$ cat config.mk
export PLATFORM = sky130hd
export DESIGN_NAME = fifo_digital
export DESIGN_NICKNAME = d
export VERILOG_FILES = /design/src/rtl/fifo_digital_pkg.sv /design/src/rtl/fifo_digital_ptr.sv /design/src/rtl/fifo_digital.sv
export SDC_FILE = /design/constraint.sdc
export NUM_CORES = 1
export LEC_CHECK = 0
export BUFFER_PORTS_ARGS = -buffer_cell sky130_fd_sc_hd__buf_2
export CAP_MARGIN = 30
export CORE_UTILIZATION = 53
export DETAILED_ROUTE_END_ITERATION = 8
export GPL_TIMING_DRIVEN = 0
export HOLD_SLACK_MARGIN = 0.08
export PLACE_DENSITY_LB_ADDON = 0.3
export SYNTH_ARGS = -nofsm -noshare
export SYNTH_HDL_FRONTEND = slang
export SYNTH_HIERARCHICAL = 1
export SYNTH_SLANG_ARGS = --single-unit
$ cat constraint.sdc
create_clock -name clk -period 2.85 [get_ports clk]
set_clock_uncertainty 0.2 [all_clocks]
set_input_delay 0.1425 -clock clk [delete_from_list [all_inputs] [get_ports clk]]
set_output_delay 0.1425 -clock clk [all_outputs]
set_load 0.005 [all_outputs]
$ cat src/rtl/fifo_digital_pkg.sv
// Shared types and sizing helpers for the fifo_digital valid/ready FIFO.
package fifo_digital_pkg;

    typedef enum logic [1:0] {
        OP_NOP  = 2'b00,
        OP_POP  = 2'b01,
        OP_PUSH = 2'b10,
        OP_BOTH = 2'b11
    } op_e;

    // Width of an occupancy counter able to hold 0..depth inclusive.
    function automatic int unsigned clog2_occ(input int unsigned depth);
        return $clog2(depth + 1);
    endfunction

    // Width of a pointer addressing 0..depth-1 (at least one bit).
    function automatic int unsigned ptr_w(input int unsigned depth);
        return (depth > 1) ? $clog2(depth) : 1;
    endfunction

endpackage

$ cat src/rtl/fifo_digital_ptr.sv
// Wrapping pointer register for fifo_digital; counts 0..depth-1 with explicit wrap,
// so any depth is supported without power-of-two masking.
module fifo_digital_ptr
    import fifo_digital_pkg::*;
#(
    parameter int unsigned depth = 4,
    localparam int unsigned PW = ptr_w(depth)
) (
    input  logic          clk,
    input  logic          rst_n,
    input  logic          clr,
    input  logic          inc,
    output logic [PW-1:0] ptr
);

    logic [PW-1:0] ptr_q;
    logic [PW-1:0] ptr_d;

    always_comb begin
        ptr_d = ptr_q;
        if (clr) begin
            ptr_d = '0;
        end else if (inc) begin
            ptr_d = (ptr_q == PW'(depth - 1)) ? '0 : ptr_q + PW'(1);
        end
    end

    always_ff @(posedge clk or negedge rst_n) begin
        if (!rst_n) begin
            ptr_q <= '0;
        end else begin
            ptr_q <= ptr_d;
        end
    end

    assign ptr = ptr_q;

endmodule

$ cat src/rtl/fifo_digital.sv
// First-word-fall-through valid/ready FIFO buffering emulator samples.
// Optional sticky ovf/udf flags are built when FIFO_DIGITAL_FLAGS_EN is defined.
module fifo_digital
    import fifo_digital_pkg::*;
#(
    parameter int unsigned      width = 1,
    parameter int unsigned      depth = 4,
    parameter logic [width-1:0] init  = '0
) (
    input  logic                         clk,
    input  logic                         rst_n,
    input  logic                         clr,
    input  logic [width-1:0]             in_data,
    input  logic                         in_valid,
    output logic                         in_ready,
    output logic [width-1:0]             out_data,
    output logic                         out_valid,
    input  logic                         out_ready,
    output logic [clog2_occ(depth)-1:0]  count
`ifdef FIFO_DIGITAL_FLAGS_EN
    ,
    output logic                         ovf,
    output logic                         udf
`endif
);

    localparam int unsigned CW = clog2_occ(depth);
    localparam int unsigned PW = ptr_w(depth);

    logic [width-1:0] mem_q [depth];
    logic [CW-1:0]    count_q;
    logic [CW-1:0]    count_d;
    logic [PW-1:0]    wr_ptr;
    logic [PW-1:0]    rd_ptr;
    logic             push;
    logic             pop;
    op_e              op;

    assign in_ready  = (count_q != CW'(depth));
    assign out_valid = (count_q != '0);
    assign push      = in_valid & in_ready;
    assign pop       = out_valid & out_ready;
    assign op        = op_e'({push, pop});
    assign out_data  = out_valid ? mem_q[rd_ptr] : init;
    assign count     = count_q;

    fifo_digital_ptr #(.depth(depth)) u_wr_ptr (
        .clk   (clk),
        .rst_n (rst_n),
        .clr   (clr),
        .inc   (push),
        .ptr   (wr_ptr)
    );

    fifo_digital_ptr #(.depth(depth)) u_rd_ptr (
        .clk   (clk),
        .rst_n (rst_n),
        .clr   (clr),
        .inc   (pop),
        .ptr   (rd_ptr)
    );

    // Storage is intentionally not reset; occupancy alone defines validity.
    always_ff @(posedge clk) begin
        if (push && !clr) begin
            mem_q[wr_ptr] <= in_data;
        end
    end

    always_comb begin
        count_d = count_q;
        if (clr) begin
            count_d = '0;
        end else begin
            case (op)
                OP_PUSH: count_d = count_q + CW'(1);
                OP_POP:  count_d = count_q - CW'(1);
                default: count_d = count_q;
            endcase
        end
    end

    always_ff @(posedge clk or negedge rst_n) begin
        if (!rst_n) begin
            count_q <= '0;
        end else begin
            count_q <= count_d;
        end
    end

`ifdef FIFO_DIGITAL_FLAGS_EN
    logic ovf_q;
    logic ovf_d;
    logic udf_q;
    logic udf_d;

    // Sticky error flags: refused offers and requests against an empty FIFO.
    always_comb begin
        ovf_d = ovf_q | (in_valid & ~in_ready);
        udf_d = udf_q | (out_ready & ~out_valid);
        if (clr) begin
            ovf_d = 1'b0;
            udf_d = 1'b0;
        end
    end

    always_ff @(posedge clk or negedge rst_n) begin
        if (!rst_n) begin
            ovf_q <= 1'b0;
            udf_q <= 1'b0;
        end else begin
            ovf_q <= ovf_d;
            udf_q <= udf_d;
        end
    end

    assign ovf = ovf_q;
    assign udf = udf_q;
`endif

endmodule

==> flow_metrics.py, run 1 <==
metrics = {
    "status": {
        "status": "completed",
    },
    "timing": {
        "finalMaxSlewViolations": 0,
        "clock.fmax_mhz": 416,
        "hold_violations": 0,
        "tightestPinTransition_ns": 0.346,
        "setup_viol": 0,
        "post-route-min-period_ns": 2.40,
        "grt_setup_unrepaired": "false",
        "period_share_pct": 84.4,
        "setup_ws_ns": 0.445,
        "setup_tns_ns": 0,
        "maxSlewHeadroom_pct": 76.9,
    },
    "detailed_routing": {
        "drtIter0Drc": 11,
        "met2_length_um": 628,
        "wl_met1_um": 679,
        "antenna_left": 0,
        "firstDrtPassIters": 4,
        "drc": 0,
        "viasPerCell": 5.67,
        "top_layer": "met4",
        "routed_wirelength_mm": 1.41,
        "post_drt_wl_per_cell_um": 13.6,
        "num_vias": 590,
        "wl_met3_um": 52,
    },
    "yosys": {
        "syn_inst": 71,
        "netlist_top_cells_count": "7 x dfrtp_1, 6 x inv_1, 5 x nand2_1, 5 x nor2_1",
        "ys.flop_type": "dfrtp_1",
        "synthArstFlopShare_pct": 63.6,
        "synth_edf_count": 4,
        "syn-num-nets": 80,
        "yosys_warnings": 6,
        "synth_area_sq_um": 722,
        "seq_area_frac_synth_pct": 40.9,
        "yosys.cell_types.count": 32,
        "yosys.area.top_type_share_pct": 24.3,
        "synth_area_leaders": "dfrtp_1 24%, edfxtp_1 17%, a2111oi_2 4.2%",
        "postSynthAreaPerCell_sq_um": 10.2,
        "synth_top_area_cell": "dfrtp_1",
        "ys_ff_latch": 11,
        "synth_most_common_cell": "dfrtp_1",
    },
    "worst_setup_path": {
        "reg2reg_to": "count[1]",
        "crit_family": "buffers and inverters",
        "rrSetupSlack_ns": 0.47,
        "cpPeakStageDelay_ns": 0.52,
        "rr_startpoint": "count[0]",
        "worstSetupPathType": "in -> reg",
        "crit_path_start_kind": "primary input",
        "cp-end-kind": "flop",
        "cp.required_ns": 2.79,
        "worst-path-buf-inv": 3,
        "critPathSlowestCell": "dlygate4sd3_1",
        "crit_chain": "dlygate4sd3_1, buf_2, inv_1, a21oi_1, a21boi_1, fa_1, nor3b_1, a2111oi_2",
        "path_max_fanout": 9,
        "r2r_cells": 6,
        "cp.arrival_ns": 2.34,
    },
    "placement": {
        "dpl.hpwl_mm": 1.02,
        "post-place-ws_ns": 0.474,
        "place.gp.congestion": 0.821,
        "port_buffers": 9,
        "placed_cells": 94,
    },
    "power": {
        "ir_drop_uv": 420,
        "p_switching_uw": 176,
        "power_switching_share_pct": 35.2,
        "pwr_density_cell_nw_per_um2": 576,
        "intPower_uw": 325,
        "power_frac_seq_pct": 41.9,
        "combinationalPowerShare_pct": 36.5,
        "p_leak_nw": 0.370,
        "power_uw": 501,
        "clock_power_share_pct": 21.6,
    },
    "clock_tree": {
        "cts_buffer_depth": 2,
        "h-tree-depth": 1,
        "clock-sinks": 11,
        "clkLatencyLatePin_ns": 0.27,
        "root_buffer": "clkbuf_4",
        "cts_tree": "done",
        "cts_resized": 0,
        "cts_made_buffers": 3,
        "clk_pin_slew_ns": 0.07,
    },
    "finish": {
        "num-fill-cells": 88,
        "syn2layout_area_growth_pct": 20.6,
        "fin_util_pct": 73.4,
        "fin_nets": 100,
        "layout-drive-gt1-share_pct": 24.4,
        "antennaDiodeCount": 0,
        "fin_cells": 104,
    },
    "floorplanning": {
        "die_w_um": 38.9,
        "placementRows": 12,
        "dieArea_sq_um": 1510,
        "start_util_pct": 60.9,
        "die_y_um": 38.9,
        "core_area_sq_um": 1190,
        "num_io_pins": 12,
    },
    "global_route": {
        "grt_pass1_wl_mm": 2.46,
        "grt_usage_pct": 25.2,
        "antenna_found_initial": 0,
        "grt_max_degree": 11,
        "gr-total-overflow": 0,
        "grt_pass1_vias": 563,
    },
    "hold_path": {
        "worstHoldEndpoint": "u_rd_ptr/ptr[1]",
        "hold_path_depth": 2,
        "min_from": "u_rd_ptr/ptr[1]",
        "hp-class": "reg -> reg",
    },
    "job": {
        "cap_violations": 0,
    },
}
-- power by group through the flow --
stage	logic (mW)	clock network, mW	registers (mW)
5_1_grt	0.208	0.116	0.215
3_5_place_dp	0.176	0	0.213
2_1_floorplan	0.128	0	0.208
6_report	0.183	0.108	0.210
4_1_cts	0.184	0.109	0.210
3_3_place_gp	0.167	0	0.212
-- layout by cell type, fill, tap and decap left out, drive strengths merged --
cell type    count
nor2             5
nand2            5
clkbuf           4
nor3             4
a221oi           1
buf             12
nand3b           1
a2111oi          2
dlygate4sd3      6
a21boi           1
nand4            1
and2             2
o21ai            4
inv              6
nand2b           3
fa               1
or2              1
mux2i            2
nor3b            1
o22ai            1
dfrtp            7
or3b             2
a31o             1
xor2             1
mux4             1
nand3            3
a21o             1
edfxtp           4
a31oi            1
ha               2
a21oi            4
-- worst reg2reg max path, cell delays in order, from the launching register on --
cell       delay [ns]
dfrtp_1          0.48
nor2_1           0.23
a21oi_1          0.15
a21boi_1         0.16
fa_1             0.53
o22ai_1          0.12
a2111oi_2        0.40
-- layer usage --
metal	vias up	track usage, %
li1	294	-
met1	273	32.1
met2	17	37.9
met3	6	6.94
met4	0	14.7
met5	-	0
-- stage by stage --
step | area [sq um] | hold WS [ns]
floorplan | 722 | -0.353
global placement | 785 | -0.213
detailed placement | 785 | -0.213
CTS | 871 | 0.400
global route | 871 | 0.426
finish | 871 | 0.393
-- final cells by class --
type | count | area, sq um | share of cell area (%)
sequential | 11 | 295 | 33.9
buffer | 3 | 27.5 | 3.16
clock buffer | 4 | 26.3 | 3.02
tap | 14 | 17.5 | 2.01
timing repair buffer | 15 | 105 | 12.1
multi-input combinational | 51 | 377 | 43.2
inverter | 6 | 22.5 | 2.59
-- how the worst max path moves through the flow --
stage / startpoint / endpoint / slack (ns) / cells after the start
after floorplan: count[0] / count[1] / 0.70 / 6
after global placement: count[0] / count[1] / 0.54 / 6
after detailed placement: count[0] / count[1] / 0.47 / 6
after CTS: out_ready / count[1] / 0.43 / 8
after global routing: out_ready / count[1] / 0.33 / 8
final: out_ready / count[1] / 0.45 / 8
-- repair_timing --
| action | in CTS | in global routing |
|---|---|---|
| hold endpoints to repair | 18 | 0 |
| hold buffers | 6 | 0 |
| setup buffers | 0 | 0 |
-- registers in the layout (all words and copies together), names as in the netlist --
| name | cells |
|---|---|
| count | 3 |
| mem_q | 4 |
| u_rd_ptr/ptr | 2 |
| u_wr_ptr/ptr | 2 |
-- cell families after synthesis --
logic type | after synthesis | share of synthesized area (%)
AND/OR/NAND/NOR | 28 | 21.0
multiplexers | 3 | 5.89
buffers and inverters | 9 | 6.93
XOR/XNOR | 1 | 1.21
adder cells (fa/ha/maj) | 3 | 6.24
flip-flops | 11 | 40.9
AO/OA/AOI/OAI | 16 | 17.9
No activity file was read; power rests on OpenSTA's default activity.
==> run 2: changes to the inputs <==
clock period = 2.41 ns   (was 2.85 ns; I/O delays follow)
==> run 2 against run 1 <==
Compared with the run above:
- via count is 4.4% higher
- non-clock buffer count grew 1
- power increased by 21%
- wire length increased by 7.3%
- design area rose by 2.0%
- die area unchanged
- critical path depth decreased by 2
- utilization up 1.5 points
- global-route usage up 1.1 points
- sequential power grew 19%
- critical path type is now reg -> reg
- largest cell class unchanged
- largest power group unchanged
==> flow_metrics.py, run 2 (same netlist as run 1, synthesis figures left out) <==
metrics = {
    "placement": {
        "dpl_cell_area_sq_um": 785,
        "post-place-ws_ns": 0.0342,
        "port_buffers": 9,
        "placed_cells": 94,
        "place.gp.congestion": 0.821,
        "dpl.hpwl_mm": 1.02,
    },
    "timing": {
        "finalMaxSlewViolations": 0,
        "maxSlewHeadroom_pct": 76.0,
        "post-route-min-period_ns": 2.31,
        "setup_viol": 0,
        "hold_violations": 0,
        "finalHoldWorstSlack_ns": 0.403,
        "setup_tns_ns": 0,
        "grt_setup_unrepaired": "false",
        "tightestPinTransition_ns": 0.359,
        "setup_ws_ns": 0.100,
        "period_share_pct": 95.8,
        "clock.fmax_mhz": 433,
    },
    "worst_setup_path": {
        "crit_chain": "nor2_2, a21oi_2, a21boi_1, fa_1, o22ai_1, a2111oi_2",
        "cp-end-kind": "flop",
        "rrSetupSlack_ns": 0.10,
        "worstSetupPathType": "reg -> reg",
        "r2r_cells": 6,
        "rr_startpoint": "count[1]",
        "cp.required_ns": 2.36,
        "cpPeakStageDelay_ns": 0.53,
        "crit_path_start_kind": "flop",
        "reg2reg_to": "count[1]",
        "critPathSlowestCell": "fa_1",
        "cp.arrival_ns": 2.26,
        "path_max_fanout": 8,
    },
    "finish": {
        "fin_nets": 101,
        "antennaDiodeCount": 0,
        "layout-drive-gt1-share_pct": 27.5,
        "fin_cells": 105,
        "final_cell_mix": "10 x buf_2, 7 x dlygate4sd3_1, 6 x inv_1, 6 x dfrtp_1, 5 x nand2_1",
        "layout_commonest_cell": "buf_2",
        "syn2layout_area_growth_pct": 23.1,
        "finalInstanceArea_sq_um": 888,
        "fin_util_pct": 74.9,
        "num-fill-cells": 85,
        "largest_reg_flops": 4,
        "top_register": "mem_q",
    },
    "detailed_routing": {
        "met2_length_um": 704,
        "wl_met1_um": 670,
        "antenna_left": 0,
        "post_drt_wl_per_cell_um": 14.4,
        "top_layer": "met4",
        "drtIter0Drc": 36,
        "drc": 0,
        "routed_wirelength_mm": 1.52,
        "firstDrtPassIters": 4,
        "wl_met3_um": 89,
        "num_vias": 616,
        "viasPerCell": 5.87,
    },
    "floorplanning": {
        "num_io_pins": 12,
        "die_y_um": 38.9,
        "dieArea_sq_um": 1510,
        "start_util_pct": 60.9,
        "placementRows": 12,
        "die_w_um": 38.9,
        "core_area_sq_um": 1190,
    },
    "power": {
        "ir_drop_uv": 537,
        "power_uw": 604,
        "pwr_density_cell_nw_per_um2": 680,
        "p_leak_nw": 0.373,
    },
    "hold_path": {
        "worstHoldEndpoint": "u_rd_ptr/ptr[1]",
        "min_from": "u_rd_ptr/ptr[1]",
        "hold_path_depth": 2,
        "hp-class": "reg -> reg",
    },
    "clock_tree": {
        "cts_tree": "done",
        "clkLatencyLatePin_ns": 0.27,
        "cts_made_buffers": 3,
        "root_buffer": "clkbuf_4",
        "cts_buffer_depth": 2,
        "h-tree-depth": 1,
        "clock-sinks": 11,
        "clk_pin_slew_ns": 0.07,
        "post_cts_buffers": 0,
    },
    "global_route": {
        "grt_max_degree": 11,
        "grt_pass1_vias": 576,
        "grt_pass1_wl_mm": 2.55,
        "grt_usage_pct": 26.3,
        "antenna_found_initial": 0,
        "gr-total-overflow": 0,
    },
    "job": {
        "cap_violations": 0,
    },
    "status": {
        "status": "completed",
    },
}
## run 2: how the worst max path moves through the flow
stage	from	end	slack (ns)
2_1_floorplan	count[0]	count[1]	0.26
3_3_place_gp	count[0]	count[1]	0.10
3_5_place_dp	count[0]	count[1]	0.03
4_1_cts	count[0]	count[1]	0.01
5_1_grt	count[1]	count[1]	0.01
6_report	count[1]	count[1]	0.10
## run 2: timing repair
action,4_1_cts,5_1_grt
setup endpoints to repair,0,1
endpoints found under the hold margin,18,0
gates resized for setup,0,3
hold buffers,7,0
## run 2: area by class of cell
cell class / instances / area, sq um / share of cell area, %
repair buffers: 16 / 115 / 13.0
flip-flops and latches: 11 / 297 / 33.4
plain buffers: 3 / 27.5 / 3.10
inverters: 6 / 22.5 / 2.54
well taps: 14 / 17.5 / 1.97
multi-input cells: 51 / 383 / 43.1
clock buffers: 4 / 26.3 / 2.96
## run 2: critical path: cells and delay by family, from the launching register on
family / cells / cell delay (ns)
compound gates: 4 / 0.78
flops: 1 / 0.48
simple gates: 1 / 0.21
fa+ha+maj: 1 / 0.53
## run 2: routing by layer
metal / up-vias / global-route usage, %
met2: 26 / 40.0
met4: 0 / 14.7
met3: 6 / 6.94
met1: 288 / 33.6
li1: 296 / -
met5: - / 0
## run 2: power breakdown
group | leakage, nW | internal (mW) | switching [mW]
clock | 0.0150 | 0.0641 | 0.0651
combinational | 0.230 | 0.109 | 0.116
sequential | 0.128 | 0.215 | 0.0351
total | 0.373 | 0.388 | 0.216
==> run 3: changes to the inputs <==
SYNTH_HIERARCHICAL = not set   (was 1)
clock period = 2.4 ns   (was 2.41 ns; I/O delays follow)
==> run 3 against run 2 <==
Compared with the run above:
- register-to-register slack worse by 0.07 ns
- final cell count grew 3.8%
- design area is 3.8% higher
- synthesized cell count increased by 1.4%
- worst setup slack worse by 0.073 ns
- sequential power fell by 6%
- flip-flop and latch count is the same
- combinational power is 5% lower
- die area is 0.31% lower
- clock power rose by 5%
- global-route usage down 1.4 points
==> flow_metrics.py, run 3 <==
metrics = {
    "detailed_routing": {
        "top_layer": "met4",
        "viasPerCell": 5.66,
        "wl_met3_um": 79,
        "routed_wirelength_mm": 1.64,
        "firstDrtPassIters": 4,
        "antenna_left": 0,
        "drc": 0,
        "wl_met1_um": 700,
        "met2_length_um": 844,
        "drtIter0Drc": 22,
        "num_vias": 617,
        "post_drt_wl_per_cell_um": 15.1,
    },
    "timing": {
        "finalHoldWorstSlack_ns": 0.381,
        "finalMaxSlewViolations": 0,
        "hold_violations": 0,
        "period_share_pct": 98.9,
        "tightestPinTransition_ns": 0.388,
        "setup_viol": 0,
        "setup_ws_ns": 0.0267,
        "maxSlewHeadroom_pct": 74.1,
        "clock.fmax_mhz": 421,
        "post-route-min-period_ns": 2.37,
    },
    "global_route": {
        "grt_usage_pct": 25.0,
        "gr-total-overflow": 0,
        "grt_max_degree": 12,
        "grt_pass1_vias": 553,
        "antenna_found_initial": 0,
        "grt_pass1_wl_mm": 2.38,
    },
    "worst_setup_path": {
        "cp.arrival_ns": 2.33,
        "worstSetupPathType": "reg -> reg",
        "rrSetupSlack_ns": 0.03,
        "cp.required_ns": 2.36,
        "crit_path_start_kind": "flop",
        "cp-end-kind": "flop",
        "path_max_fanout": 5,
        "r2r_cells": 6,
    },
    "finish": {
        "largest_reg_flops": 4,
        "antennaDiodeCount": 0,
        "layout-drive-gt1-share_pct": 31.6,
        "seqCellArea_sq_um": 299,
        "final_cell_mix": "9 x buf_2, 7 x buf_4, 7 x dlygate4sd3_1",
        "multi_input_area_sq_um": 389,
        "layout_commonest_cell": "buf_2",
        "fin_cells": 109,
        "fin_nets": 107,
        "num-fill-cells": 86,
        "fin_util_pct": 77.7,
        "top_register": "mem_q",
        "syn2layout_area_growth_pct": 28.2,
    },
    "clock_tree": {
        "clock-sinks": 11,
        "cts_buffer_depth": 2,
        "cts_tree": "done",
        "clk_pin_slew_ns": 0.08,
        "root_buffer": "clkbuf_4",
        "clkLatencyLatePin_ns": 0.28,
        "cts_made_buffers": 3,
        "h-tree-depth": 1,
    },
    "power": {
        "power_uw": 584,
        "ir_drop_uv": 392,
        "p_leak_nw": 0.403,
        "pwr_density_cell_nw_per_um2": 633,
    },
    "yosys": {
        "postSynthAreaPerCell_sq_um": 9.99,
        "ys.flop_type": "dfrtp_1",
        "yosys.area_share.simple_pct": 20.9,
        "synth_top_area_cell": "dfrtp_1",
        "synth_area_sq_um": 719,
        "syn_inst": 72,
        "synth_edf_count": 4,
        "synthAdderAreaFrac_pct": 9.74,
        "synth_compound_area_share_pct": 15.0,
        "netlist_top_cells_count": "7 x dfrtp_1, 6 x nand2_1, 5 x a21oi_1, 5 x and2_1, 5 x inv_1",
        "ys_ff_latch": 11,
        "synth_top_family_by_area": "simple AND/OR/NAND/NOR gates",
        "yosys.cell_types.count": 31,
        "yosys_warnings": 0,
        "synthMuxAreaShare_pct": 3.13,
        "yosys.area.top_type_share_pct": 24.3,
        "synth_most_common_cell": "dfrtp_1",
        "seq_area_frac_synth_pct": 41.0,
        "synthArstFlopShare_pct": 63.6,
        "synth_area_leaders": "dfrtp_1 24%, edfxtp_1 17%, ha_1 7.0%",
        "synthXorXnorAreaFrac_pct": 3.65,
        "syn-num-nets": 83,
    },
    "floorplanning": {
        "placementRows": 12,
        "dieArea_sq_um": 1510,
        "num_io_pins": 12,
        "core_area_sq_um": 1190,
        "start_util_pct": 60.7,
        "die_y_um": 38.8,
        "die_w_um": 38.8,
    },
    "status": {
        "status": "completed",
    },
    "hold_path": {
        "hp-class": "in -> reg",
        "hold_path_depth": 2,
    },
    "placement": {
        "post-place-ws_ns": -0.215,
        "placed_cells": 94,
        "port_buffers": 8,
        "dpl.hpwl_mm": 1.05,
        "place.gp.congestion": 0.750,
    },
    "job": {
        "cap_violations": 0,
    },
}
[run 3: what timing repair did]
item / 4_1_cts / 5_1_grt
pin swaps: 1 / 1
gates resized for setup: 4 / 3
endpoints found under the hold margin: 18 / 0
hold buffers: 7 / 0
cloned: 0 / 0
setup endpoints to repair: 1 / 2
buffers inserted: 1 / 4
[run 3: cell type report]
cell class	instances	area share (%)
inverters	5	2.04
multi-input cells	51	42.2
clock buffers	4	2.85
well taps	14	1.90
repair buffers	20	16.0
plain buffers	4	2.58
flip-flops and latches	11	32.4
[run 3: cell families (layout without fill, tap and decap cells)]
family | after synthesis | in the layout
XOR/XNOR | 3 | 3
adder cells (fa/ha/maj) | 5 | 5
AND/OR/NAND/NOR | 26 | 26
multiplexers | 1 | 1
AO/OA/AOI/OAI | 16 | 16
flip-flops | 11 | 11
buffers and inverters | 10 | 33
[run 3: critical path: stages (launching register included)]
cell and delay [ns]:
dfrtp_2 0.44, or3_4 0.42, nand2_2 0.10, a21oi_1 0.05
fa_1 0.50, o22ai_1 0.12, a2111oi_2 0.42
[run 3: power by group]
group / leakage, nW / switching, mW / total (mW) / internal, mW
Clock: 0.0150 / 0.0699 / 0.135 / 0.0646
Combinational: 0.262 / 0.106 / 0.214 / 0.108
Sequential: 0.126 / 0.0212 / 0.235 / 0.214
[run 3: routing by layer]
metal,vias up,track usage [%]
met5,-,0
met4,0,5.17
met3,3,10.4
met2,19,44.6
met1,292,27.2
li1,303,-
[run 3: through the flow]
step                instance area, sq um  TNS [ns]
floorplan                            719         0
finish                               922         0
global placement                     777   -0.0331
CTS                                  896         0
detailed placement                   777    -0.215
global route                         922   -0.0261
[run 3: path summary, 6_finish.rpt]
path | from | end
max | count[2] | count[1]
max in group asynchronous | rst_n | count[2]
min reg2reg | u_rd_ptr.ptr[1] | u_rd_ptr.ptr[1]
min | in_data | mem_q[0]
max reg2reg | count[2] | count[1]
min in group asynchronous | rst_n | u_rd_ptr.ptr[0]
